File: src/rtl/morse_blinker.sv
// morse_blinker: serial Morse sender for letters S-Z on one LED; `define MORSE_EXT_TICK_EN to time symbols from the tick port.
// Latency: first led bit one symbol period after load, done one period after the last bit; no backpressure, go ignored while busy.
module morse_blinker #(
  parameter int unsigned TICK_COUNT = 25000000
) (
  input  logic       clock,
  input  logic       resetn,
  input  logic [2:0] letter,
  input  logic       go,
  input  logic       tick,
  output logic       led,
  output logic       busy,
  output logic       done
);

  typedef enum logic {IDLE, SEND} state_t;

  state_t      state;
  logic [12:0] shreg;
  logic [3:0]  len;
  logic        go_q;
  logic        start;
  logic        sym_tick;
  logic [12:0] pat_sel;
  logic [3:0]  len_sel;

  assign start = go & ~go_q;

  // Patterns left-aligned in 13 bits, dot = 1, dash = 111, gap = 0.
  always_comb begin
    pat_sel = '0;
    len_sel = '0;
    case (letter)
      3'd0: begin pat_sel = 13'b1010100000000; len_sel = 4'd5;  end
      3'd1: begin pat_sel = 13'b1110000000000; len_sel = 4'd3;  end
      3'd2: begin pat_sel = 13'b1010111000000; len_sel = 4'd7;  end
      3'd3: begin pat_sel = 13'b1010101110000; len_sel = 4'd9;  end
      3'd4: begin pat_sel = 13'b1011101110000; len_sel = 4'd9;  end
      3'd5: begin pat_sel = 13'b1110101011100; len_sel = 4'd11; end
      3'd6: begin pat_sel = 13'b1110101110111; len_sel = 4'd13; end
      3'd7: begin pat_sel = 13'b1110111010100; len_sel = 4'd11; end
      default: begin pat_sel = '0; len_sel = '0; end
    endcase
  end

`ifdef MORSE_EXT_TICK_EN
  assign sym_tick = tick;
`else
  localparam int DIV_W = $clog2(TICK_COUNT);
  localparam logic [DIV_W-1:0] DIV_MAX = DIV_W'(TICK_COUNT - 1);

  logic [DIV_W-1:0] div;
  logic             unused_tick;

  assign unused_tick = tick;
  assign sym_tick    = (div == DIV_MAX);

  // Restarting on load makes the first symbol a full period long.
  always_ff @(posedge clock or posedge resetn) begin
    if (resetn) begin
      div <= '0;
    end else if ((state == IDLE) && start) begin
      div <= '0;
    end else if (sym_tick) begin
      div <= '0;
    end else begin
      div <= div + DIV_W'(1);
    end
  end
`endif

  always_ff @(posedge clock or posedge resetn) begin
    if (resetn) begin
      state <= IDLE;
      shreg <= '0;
      len   <= '0;
      go_q  <= 1'b0;
      led   <= 1'b0;
      busy  <= 1'b0;
      done  <= 1'b0;
    end else begin
      go_q <= go;
      done <= 1'b0;
      case (state)
        IDLE: begin
          led <= 1'b0;
          if (start) begin
            shreg <= pat_sel;
            len   <= len_sel;
            busy  <= 1'b1;
            state <= SEND;
          end
        end
        SEND: begin
          if (sym_tick) begin
            if (len != 4'd0) begin
              led   <= shreg[12];
              shreg <= {shreg[11:0], 1'b0};
              len   <= len - 4'd1;
            end else begin
              // One dark period after the last bit, then finish.
              led   <= 1'b0;
              busy  <= 1'b0;
              done  <= 1'b1;
              state <= IDLE;
            end
          end
        end
      endcase
    end
  end

endmodule

File: config.mk
export PLATFORM = sky130hd
export DESIGN_NAME = morse_blinker
export DESIGN_NICKNAME = d
export VERILOG_FILES = /design/src/rtl/morse_blinker.sv
export SDC_FILE = /design/constraint.sdc
export NUM_CORES = 1
export LEC_CHECK = 0
export CAP_MARGIN = 30
export CELL_PAD_IN_SITES_DETAIL_PLACEMENT = 0
export CELL_PAD_IN_SITES_GLOBAL_PLACEMENT = 1
export CORE_MARGIN = 2
export CORE_UTILIZATION = 24
export DETAILED_ROUTE_END_ITERATION = 16
export PLACE_DENSITY_LB_ADDON = 0.05
export SETUP_SLACK_MARGIN = 0.4
export SLEW_MARGIN = 25
export SYNTH_ARGS = -nofsm -noshare
export SYNTH_HDL_FRONTEND = slang
export SYNTH_SLANG_ARGS = --single-unit
File: constraint.sdc
create_clock -name clock -period 6.05 [get_ports clock]
set_clock_uncertainty 0.2 [all_clocks]
set_input_delay 0.9075 -clock clock [delete_from_list [all_inputs] [get_ports clock]]
set_output_delay 0.9075 -clock clock [all_outputs]
set_load 0.01 [all_outputs]
==> flow_metrics.py <==
metrics = {
    "outcome": {
        "status": "completed",
    },
    "setup_path": {
        "r2r_start": "div[0]",
        "crit_required_ns": 6.00,
        "worstSetupEndpointType": "flop",
        "worstPathArrival_ns": 2.88,
        "critPathLaunch": "go",
        "cp-start-kind": "input pin",
        "cp_max_fo": 24,
        "worstSetupPathType": "in -> reg",
    },
    "min_path": {
        "hp-class": "reg -> reg",
        "worstHoldStart": "div[0]",
    },
    "power": {
        "p_clk_frac": 0.282,
        "power_w": 0.000688,
        "peakVddDrop_mv": 0.0768,
        "comb_power_share": 0.145,
        "p_seq_frac": 0.573,
        "switching_share": 0.295,
        "power-per-cell-area_nw_per_um2": 254,
        "power.switching_w": 0.000203,
        "p_int_w": 0.000485,
        "power_leakage_nw": 1.18,
    },
    "floorplan": {
        "initial_core_util": 0.248,
        "die_h_um": 104,
        "dieArea_um2": 10900,
        "rows": 36,
        "die_w_um": 104,
        "ios": 10,
        "core_area_um2": 9770,
    },
    "placement": {
        "dp_hpwl_um": 3790,
        "gp_congestion": 0.720,
        "io_buffers": 8,
        "pre_cts_slack_ns": 2.74,
        "dp.cells": 374,
    },
    "synth": {
        "syn_inst": 238,
        "yosysUniqueCellTypes": 50,
        "synth_area_per_cell_um2": 10.2,
        "synth_ff_type": "dfrtp_1",
        "yosysWarnings": 0,
        "synth_nets": 251,
        "synth_area_um2": 2420,
        "seq_area_frac_synth": 0.486,
        "ys_ff_latch": 47,
        "ys_async_sr_fraction": 1.00,
        "synth_edf_count": 0,
    },
    "clock_tree": {
        "htreeDepth": 2,
        "tritoncts": "yes",
        "postCtsHoldBufs": 0,
        "clk_pin_slew_ns": 0.09,
        "cts_sinks": 47,
        "clockBufferDepth": 2,
        "cts_resized": 0,
        "cts-buffers-inserted": 5,
        "cts_post_setup_buffers_inserted": 0,
        "cts-root-buf": "clkbuf_8",
        "clk_latency_ns": 0.30,
    },
    "sta": {
        "fin_crit_sh": 0.483,
        "worst-slew-pin-transition_ns": 0.867,
        "finalHoldViolations": 0,
        "max_freq_ghz": 0.342,
        "slew_viol_final": 0,
        "worst_slack_ns": 3.13,
        "min_period_ns": 2.92,
        "setup_tns_ns": 0,
        "rsz0062_at_grt": "no",
        "setup_viol": 0,
        "maxSlewHeadroom": 0.420,
    },
    "routing": {
        "routedWlPerCell_um": 14.7,
        "viasPerCell": 4.57,
        "first_pass_iters": 4,
        "drc_errors": 0,
        "drt-total-wl_um": 5620,
        "dr_total_vias": 1747,
        "drtAntennaViolNets": 0,
        "drt_iter0_drc": 75,
    },
    "finish": {
        "final_common_cell": "dfrtp_1",
        "num_antenna_cells": 0,
        "multi_input_comb_area_um2": 1150,
        "drive_gt1_frac": 0.100,
        "final_cells": 382,
        "layout_common_cells": "47 x dfrtp_1, 32 x nor2_1, 26 x nand2_1, 18 x xor2_1, 10 x nand4_1",
        "nNetsFinal": 261,
        "syn2layout_area_growth_pct": 11.8,
        "seq_area_um2": 1180,
        "fin_util": 0.277,
        "nFillCells": 1065,
    },
    "global_route": {
        "antenna_found_initial": 0,
        "grt_pass1_vias": 1732,
        "grt_pass1_wl_um": 9380,
        "grt_use_total": 0.110,
        "grt_overflow_total": 0,
        "grt_max_degree": 48,
    },
    "flow_run": {
        "drv_cap": 0,
    },
}
## routing by layer
| metal | wire length [um] | vias up | global-route usage |
|---|---|---|---|
| met1 | 3010 | 869 | 0.154 |
| met5 | 0 | - | 0 |
| met2 | 2410 | 17 | 0.169 |
| met4 | 76 | 0 | 0.0319 |
| li1 | - | 855 | - |
| met3 | 118 | 6 | 0.0226 |
## synthesized netlist by cell type (2+ instances only)
library cell,count,area (um2)
nand3_1,9,45.0
mux2i_1,4,40.0
a221o_1,3,30.0
nor4_4,2,42.5
inv_1,10,37.5
and3_1,3,18.8
xor2_1,18,158
nor2_1,32,120
nand2_1,26,97.6
and3_2,2,15.0
dfrtp_1,47,1180
buf_2,2,10.0
nor4_1,4,25.0
o21ai_0,9,45.0
ha_1,6,75.1
o22ai_1,2,12.5
xnor2_1,5,43.8
clkbuf_8,2,27.5
o221a_2,2,22.5
nand4_1,10,62.6
nor3b_1,3,22.5
and4_4,2,22.5
mux2_2,2,22.5
nand2b_1,2,12.5
a21oi_1,6,30.0
## stage by stage
step	cell area, um2	hold WS [ns]
finish	2710	0.284
global route	2710	0.328
CTS	2710	0.289
floorplan	2420	0.239
global placement	2630	0.273
detailed placement	2630	0.276
## critical path: stages
cell and delay (ns):
clkdlybuf4s50_1 0.49, or3b_2 0.64, nand2_1 0.71, nor2_1 0.13
## final cells by class
class | count | area share
tap | 133 | 0.0615
inverter | 10 | 0.0139
sequential | 47 | 0.434
clock buffer | 7 | 0.0282
timing repair buffer | 10 | 0.0351
multi-input combinational | 174 | 0.425
clock inverter | 1 | 0.00185
## cells by family (layout without fill, tap and decap cells)
kind of cell             count (synthesis)  count (layout)  share of synthesized area
buffers and inverters                   17              28                     0.0393
flip-flops                              47              47                      0.486
adder cells (fa/ha/maj)                  6               6                     0.0310
multiplexers                             6               6                     0.0258
AO/OA/AOI/OAI                           30              30                     0.0842
AND/OR/NAND/NOR                        109             109                      0.251
XOR/XNOR                                23              23                     0.0832
## worst paths after layout
| kind | slack, ns | cells after the start | to |
|---|---|---|---|
| max in group asynchronous | 4.31 | 3 | len[2] |
| hold reg to reg | 0.28 | 1 | div[0] |
| setup reg to reg | 3.53 | 6 | shreg[5] |
| setup / recovery | 3.13 | 4 | div[4] |
| min in group asynchronous | 0.86 | 3 | div[16] |
| hold / removal | 0.28 | 1 | div[0] |
## power groups by stage
stage               Sequential, W  Clock [W]  Combinational [W]
detailed placement       0.000401          0           0.000102
CTS                      0.000395   0.000205           0.000103
floorplan                0.000389          0          0.0000833
finish                   0.000394   0.000194          0.0000999
global placement         0.000402          0           0.000101
global route             0.000402   0.000217           0.000115
## registers in the layout (all words and copies together) (netlist names)
register and flops:
busy 1, len 4, done 1, state 1, div 25, go_q 1, led 1, shreg 13
(Power assumes the default switching activity.)
